==> config.mk <==
export PLATFORM = sky130hd
export DESIGN_NAME = ram_arbiter
export DESIGN_NICKNAME = d
export VERILOG_FILES = /design/src/rtl/ram_arbiter.sv
export SDC_FILE = /design/constraint.sdc
export NUM_CORES = 1
export LEC_CHECK = 0
export CAP_MARGIN = 0
export CORE_UTILIZATION = 43
export DETAILED_ROUTE_END_ITERATION = 10
export PLACE_DENSITY_LB_ADDON = 0.12
export SYNTH_ARGS = -nofsm -noshare
export SYNTH_HDL_FRONTEND = slang
export SYNTH_SLANG_ARGS = --single-unit
==> constraint.sdc <==
create_clock -name clk -period 2 [get_ports clk]
set_input_delay 0.3 -clock clk [delete_from_list [all_inputs] [get_ports clk]]
set_output_delay 0.3 -clock clk [all_outputs]
set_load 0.01 [all_outputs]
==> src/rtl/ram_arbiter.sv <==
// ram_arbiter: two-requester arbiter and command sequencer for a single-port 8-bit x 256 RAM.
// Define RAM_ARB_FIXED_PRIO_EN for fixed A-over-B priority instead of burst-limited round-robin.
module ram_arbiter #(
    parameter int MAX_BURST = 4
) (
    input  logic       clk,
    input  logic       rst,

    input  logic       a_req,
    input  logic       a_we,
    input  logic [7:0] a_addr,
    input  logic [7:0] a_wdata,
    output logic       a_gnt,
    output logic       a_rvalid,
    output logic [7:0] a_rdata,

    input  logic       b_req,
    input  logic       b_we,
    input  logic [7:0] b_addr,
    input  logic [7:0] b_wdata,
    output logic       b_gnt,
    output logic       b_rvalid,
    output logic [7:0] b_rdata,

    output logic       ram_wr_en,
    output logic       ram_rd_en,
    output logic [7:0] ram_addr,
    output logic [7:0] ram_wdata,
    input  logic [7:0] ram_rdata
);

    typedef enum logic [1:0] {
        IDLE  = 2'd0,
        OWN_A = 2'd1,
        OWN_B = 2'd2
    } state_t;

    localparam logic [3:0] BURST_LIMIT = 4'(MAX_BURST);
    localparam logic       REQ_A       = 1'b0;
    localparam logic       REQ_B       = 1'b1;

    state_t     state;
    logic [3:0] burst_cnt;
    logic       rr_last;
    logic       grant_a;
    logic       grant_b;

    logic       rd_valid_1;
    logic       rd_owner_1;
    logic       rd_valid_2;
    logic       rd_owner_2;
    logic [7:0] a_rdata_q;
    logic [7:0] b_rdata_q;

`ifdef RAM_ARB_FIXED_PRIO_EN
    always_comb begin
        grant_a = rst & a_req;
        grant_b = rst & b_req & ~a_req;
    end
`else
    // The current owner keeps the port until it drops req or exhausts its burst while the other waits.
    always_comb begin
        grant_a = 1'b0;
        grant_b = 1'b0;
        if (rst) begin
            case (state)
                IDLE: begin
                    if (a_req && b_req) begin
                        if (rr_last == REQ_B) grant_a = 1'b1;
                        else                  grant_b = 1'b1;
                    end else begin
                        grant_a = a_req;
                        grant_b = b_req;
                    end
                end
                OWN_A: begin
                    if (a_req && (!b_req || burst_cnt < BURST_LIMIT)) grant_a = 1'b1;
                    else if (b_req)                                   grant_b = 1'b1;
                end
                OWN_B: begin
                    if (b_req && (!a_req || burst_cnt < BURST_LIMIT)) grant_b = 1'b1;
                    else if (a_req)                                   grant_a = 1'b1;
                end
                default: begin
                    grant_a = 1'b0;
                    grant_b = 1'b0;
                end
            endcase
        end
    end
`endif

    assign a_gnt = grant_a;
    assign b_gnt = grant_b;

    always_ff @(posedge clk) begin
        if (!rst) begin
            state     <= IDLE;
            burst_cnt <= 4'd0;
            rr_last   <= REQ_B;
        end else if (grant_a) begin
            state   <= OWN_A;
            rr_last <= REQ_A;
            if (state != OWN_A)              burst_cnt <= 4'd1;
            else if (burst_cnt < BURST_LIMIT) burst_cnt <= burst_cnt + 4'd1;
        end else if (grant_b) begin
            state   <= OWN_B;
            rr_last <= REQ_B;
            if (state != OWN_B)              burst_cnt <= 4'd1;
            else if (burst_cnt < BURST_LIMIT) burst_cnt <= burst_cnt + 4'd1;
        end else begin
            state     <= IDLE;
            burst_cnt <= 4'd0;
        end
    end

    // Address and write data keep their last value when nothing is granted.
    always_ff @(posedge clk) begin
        if (!rst) begin
            ram_wr_en <= 1'b0;
            ram_rd_en <= 1'b0;
            ram_addr  <= 8'd0;
            ram_wdata <= 8'd0;
        end else if (grant_a) begin
            ram_wr_en <= a_we;
            ram_rd_en <= ~a_we;
            ram_addr  <= a_addr;
            ram_wdata <= a_wdata;
        end else if (grant_b) begin
            ram_wr_en <= b_we;
            ram_rd_en <= ~b_we;
            ram_addr  <= b_addr;
            ram_wdata <= b_wdata;
        end else begin
            ram_wr_en <= 1'b0;
            ram_rd_en <= 1'b0;
        end
    end

    always_ff @(posedge clk) begin
        if (!rst) begin
            rd_valid_1 <= 1'b0;
            rd_owner_1 <= REQ_A;
            rd_valid_2 <= 1'b0;
            rd_owner_2 <= REQ_A;
        end else begin
            rd_valid_1 <= (grant_a & ~a_we) | (grant_b & ~b_we);
            rd_owner_1 <= grant_b ? REQ_B : REQ_A;
            rd_valid_2 <= rd_valid_1;
            rd_owner_2 <= rd_owner_1;
        end
    end

    assign a_rvalid = rd_valid_2 & (rd_owner_2 == REQ_A);
    assign b_rvalid = rd_valid_2 & (rd_owner_2 == REQ_B);

    // RAM data passes straight through in the return cycle and is held afterwards.
    assign a_rdata = a_rvalid ? ram_rdata : a_rdata_q;
    assign b_rdata = b_rvalid ? ram_rdata : b_rdata_q;

    always_ff @(posedge clk) begin
        if (!rst) begin
            a_rdata_q <= 8'd0;
            b_rdata_q <= 8'd0;
        end else begin
            a_rdata_q <= a_rdata;
            b_rdata_q <= b_rdata;
        end
    end

endmodule
* Word level (Yosys, flattened, before mapping)
Index checks and enable logic that the tools add are counted.
** Storage, ports and cells
- Flip-flop bits (word level) :: 45
- Bits of input ports :: 46
- Output and inout port bits :: 38
** Operators by class
- $add $sub $neg :: 1
- Magnitude comparators :: 1
- Eq/ne operators :: 4
- Multiplexer cells :: 34
- Bitwise logic cells :: 9
- Reduce and logical (&&, ||, !) cells :: 10
** Operator list (number)
- $mux 8 :: 6
- $mux 1 :: 20
- $mux 4 :: 5
- $pmux 1 s3 :: 2
- $add 4x1->4 const B :: 1
- $and 1x1->1 :: 4
- $lt 4x3->1 const B :: 1
- $not 1->1 :: 4
- $logic_and 1x1->1 :: 3
- $eq 2x1->1 const B :: 1
- $eq 2x2->1 const B :: 1
- $logic_not 1->1 :: 2
- $logic_not 2->1 :: 1
- $logic_or 1x1->1 :: 2
- $mux 2 :: 1
- $ne 2x1->1 const B :: 1
- $ne 2x2->1 const B :: 1
- $reduce_bool 2->1 :: 1
- $reduce_or 2->1 :: 1
- $or 1x1->1 :: 1

* Logic depth before layout (Yosys ltp)
- Word-level depth :: 8
- Depth in mapped cells :: 7

* Least setup slack after synthesis
OpenSTA, ideal clock, no wires.
- Path kind :: register to output
- Start point :: register state[1]
- End point :: output port b_gnt
- Data arrival time :: 1.281 ns
- Data required time :: 1.700 ns
- Setup slack :: 0.419 ns
- Stages on the path, launching flop included :: 6
- Buffers on the path :: 2
- Path through :: dfxtp_1 buf_6 or3b_4 a21o_1 buf_2 nand2_1
** Between the ends
- Word-level cells in the longest chain between the ends :: 3
- Elaborated cells on any way between the ends :: 5
** Ends and longest elaborated chain
- start, declared :: line 42 : state_t state;
- start signal, assigned :: line 98 : state <= IDLE;
- start signal, assigned :: line 102 : state <= OWN_A;
- start signal, assigned :: line 107 : state <= OWN_B;
- $eq 2x2->1, or another cell as far along :: line 66 : case (state)
- $pmux 1 s3 (*) :: line 66
- $mux 1 (*) :: line 65 : if (rst) begin
- end, declared :: line 21 : output logic b_gnt,
Mark *: on every way between the ends. The rest lies on a longest branch, timed or not.

* Worst setup path in the final report
- Start point :: register rd_owner_2
- End point :: output port b_rdata[2]
** Between the ends
- Word-level cells in the longest chain between the ends :: 2
** Ends and longest elaborated chain
- start, declared :: line 51 : logic rd_owner_2;
- start signal, assigned :: line 150 : rd_owner_2 <= rd_owner_1;
- $and 1x1->1 :: line 155 : assign b_rvalid = rd_valid_2 & (rd_owner_2 == REQ_B);
- $mux 8 :: line 159 : assign b_rdata = b_rvalid ? ram_rdata : b_rdata_q;
- end, declared :: line 23 : output logic [7:0] b_rdata,
No other way between the ends.

==> results.md <==
* Max-slew headroom at 81.7%
* H-tree lvl count at 2
* Post-synthesis sequential area ratio at 41.7%
* Leakage power at 1.42 nW
* Initial cell density of the core at 45.1%
* Final hold vios at 0
* Crit path kind: register to primary output
* Worst Hold Class: register to register
* Maximum vdd drop at 0.327 mV
* Final worst slack at 0.0790 ns
* Logic pwr share at 28.3%
* Critical path arrival at 1.62 ns
* Wire length per cell at 14.4 um
* DIE HEIGHT at 72.8 um
* GRT Overall Usage at 21.6%
* Layout cells sized above 1 at 23.1%
* Most common cell after layout, fill and taps aside: clkdlybuf4s50_1
* Max-capacitance violation count at 0
* Critical Path RT at 1.70 ns
* Measured slew at the worst slew-check pin at 0.273 ns
* CP max FO at 9
* Antenna Violating Nets Remaining at 0
* Status: finished clean
* Final slew viol count at 0
* Synthesized cell area at 2160 um2
* Post-Route WL at 5560 um
* Syn nets at 265
* Yosys reg bits at 45
* DRC violations left at 0
* DRT Pass-1 Iters at 7
* Clock group share of total power at 25.6%
* Crit end category: primary output
* Final Critical Period at 1.92 ns
* Pin count of the biggest net entering global routing at 21
* Final net count at 366
* Final setup viols at 0
* Post-DP HPWL at 3900 um
* First-pass GRT wire length at 8910 um
* Die width at 72.8 um
* Fill cells at 399
* Initial antenna violation count at 0
* Fin Hold WS at 0.449 ns
* Most frequent cells in the layout: clkdlybuf4s50_1, dfxtp_1, buf_4, nand3_1, and2_1
* Number of I/O pins at 84
* Worst-skew pair later-pin latency at 0.30 ns
* Layout Utilization at 70.1%
* Hold buffer count at CTS at 0
* Clock root cell: clkbuf_8
* Clock sink total at 45
* GRT Residual Overflow at 0
* Sw Share at 28.6%
* Yosys warning count at 0
* Vias in the first global route at 1,929
* Worst-path clk slew at 0.09 ns
* Int Power at 1.57 mW
* Peak Freq at 521 MHz
* Vias per inst at 5.40
* Syn Area/Cell at 9.90 um2
* Total Neg Setup Slack at 0 ns
* Cell Pwr Density at 656 nW/um2
* Routability cong. at 0.900
* Area Growth Syn to Fin at 55.4%
* Seq pwr share at 46.1%
* Number of core rows at 25
* Total CTS buffers at 5
* Distinct cells, synth at 39
* Buffers on Ports at 83
* Antenna diode instance count at 0
* Setup Skew at 0.00837 ns
* CTS tree: built
* Crit share post-route at 96.1%
* CTS max path bufs at 2
* Startpoint types: register
* RSZ-0062 raised after global routing: false
* DP Worst Slack at -0.232 ns
* Detailed-route via count at 2,089
* Core area at 4790 um2
* NetSw at 629 uW
* DR iter-0 viols at 53
* Post-Syn Instances at 218
* Die footprint at 5310 um2
power by group through the flow:
stage	clock network, mW	logic [mW]	registers [mW]
floorplan	0	0.283	1.04
global placement	0	0.607	1.03
detailed placement	0	0.615	1.03
CTS	0.576	0.617	1.01
global route	0.609	0.668	1.02
finish	0.562	0.622	1.01
metrics by stage:
| step | area, um2 | instances | power, mW |
|---|---|---|---|
| final | 3350 | 387 | 2.20 |
| after global routing | 3350 | 387 | 2.30 |
| after CTS | 3290 | 382 | 2.21 |
| after detailed placement | 3180 | 374 | 1.65 |
| after global placement | 3180 | 374 | 1.64 |
| after floorplan | 2160 | 218 | 1.33 |
synth_stat cells:
cell / n / area share [%]
mux2i_1: 1 / 0.46
inv_1: 7 / 1.2
clkbuf_1: 8 / 1.4
nand4_1: 1 / 0.29
dfxtp_1: 45 / 42
buf_4: 1 / 0.35
ha_1: 1 / 0.58
inv_2: 1 / 0.17
nand3_2: 1 / 0.46
nand2_1: 7 / 1.2
o21ai_1: 10 / 2.3
o2111ai_1: 1 / 0.41
o211a_1: 1 / 0.46
nor3_1: 2 / 0.46
a211oi_4: 1 / 0.93
o21ai_2: 1 / 0.41
nor3b_2: 2 / 1.2
o32ai_1: 2 / 0.81
a211o_1: 2 / 0.81
nor2_1: 2 / 0.35
a31oi_1: 1 / 0.29
a21o_1: 2 / 0.70
a2bb2oi_4: 1 / 1.2
and2_1: 18 / 5.2
a21oi_4: 1 / 0.75
or3b_4: 1 / 0.52
a311oi_1: 10 / 4.1
nand3_1: 18 / 4.2
o21ai_0: 7 / 1.6
a211oi_1: 17 / 5.9
buf_6: 3 / 1.6
nand3b_1: 2 / 0.70
o21a_1: 2 / 0.70
nand2b_1: 3 / 0.87
a311oi_2: 6 / 4.2
a22o_1: 1 / 0.41
buf_2: 7 / 1.6
mux2_2: 16 / 8.3
a21oi_1: 5 / 1.2
critical path, stage by stage (launching register included):
cell	delay, ns
dfxtp_1	0.34
nand2_4	0.14
mux2_2	0.36
clkdlybuf4s50_1	0.48
registers in the layout (all words and copies together), names as in the netlist, 2 cells and up:
name	cells
a_rdata_q	8
b_rdata_q	8
burst_cnt	4
ram_addr	8
ram_wdata	8
state	2
final cells by class:
cell class | instances | area (um2) | area share (%)
clock inverters | 3 | 21.3 | 0.634
multi-input cells | 146 | 1150 | 34.3
well taps | 67 | 83.8 | 2.50
repair buffers | 113 | 1090 | 32.6
flip-flops and latches | 45 | 907 | 27.1
inverters | 8 | 30.0 | 0.896
clock buffers | 5 | 68.8 | 2.05
cells by family after synthesis:
kind of cell / after synthesis / share of synthesized area (%)
compound gates: 71 / 27.1
simple gates: 57 / 15.4
mux: 17 / 8.81
flops: 45 / 41.7
buf+inv: 27 / 6.32
fa+ha+maj: 1 / 0.580
path summary, 6_finish.rpt:
path,startpoint,endpoint,slack (ns),depth (start not counted)
setup reg to reg,burst_cnt[2],ram_wdata[2],0.29,6
hold / removal,rd_owner_1,rd_owner_2,0.45,1
hold reg to reg,rd_owner_1,rd_owner_2,0.45,1
setup / recovery,rd_owner_2,b_rdata[2],0.08,3
routing by layer:
layer  part of all wire, %  global-route usage [%]  vias up
met3                   5.8                    4.01       10
met4                   1.5                    5.88        0
met1                    45                    26.7      975
met5                     0                       0        -
li1                      -                       -     1020
met2                    48                    38.2       84
what timing repair did:
action	4_1_cts	5_1_grt
setup buffers	0	5
cloned	0	0
endpoints found under the setup margin	18	15
resized for setup	12	9
No activity file was read; power rests on OpenSTA's default activity.
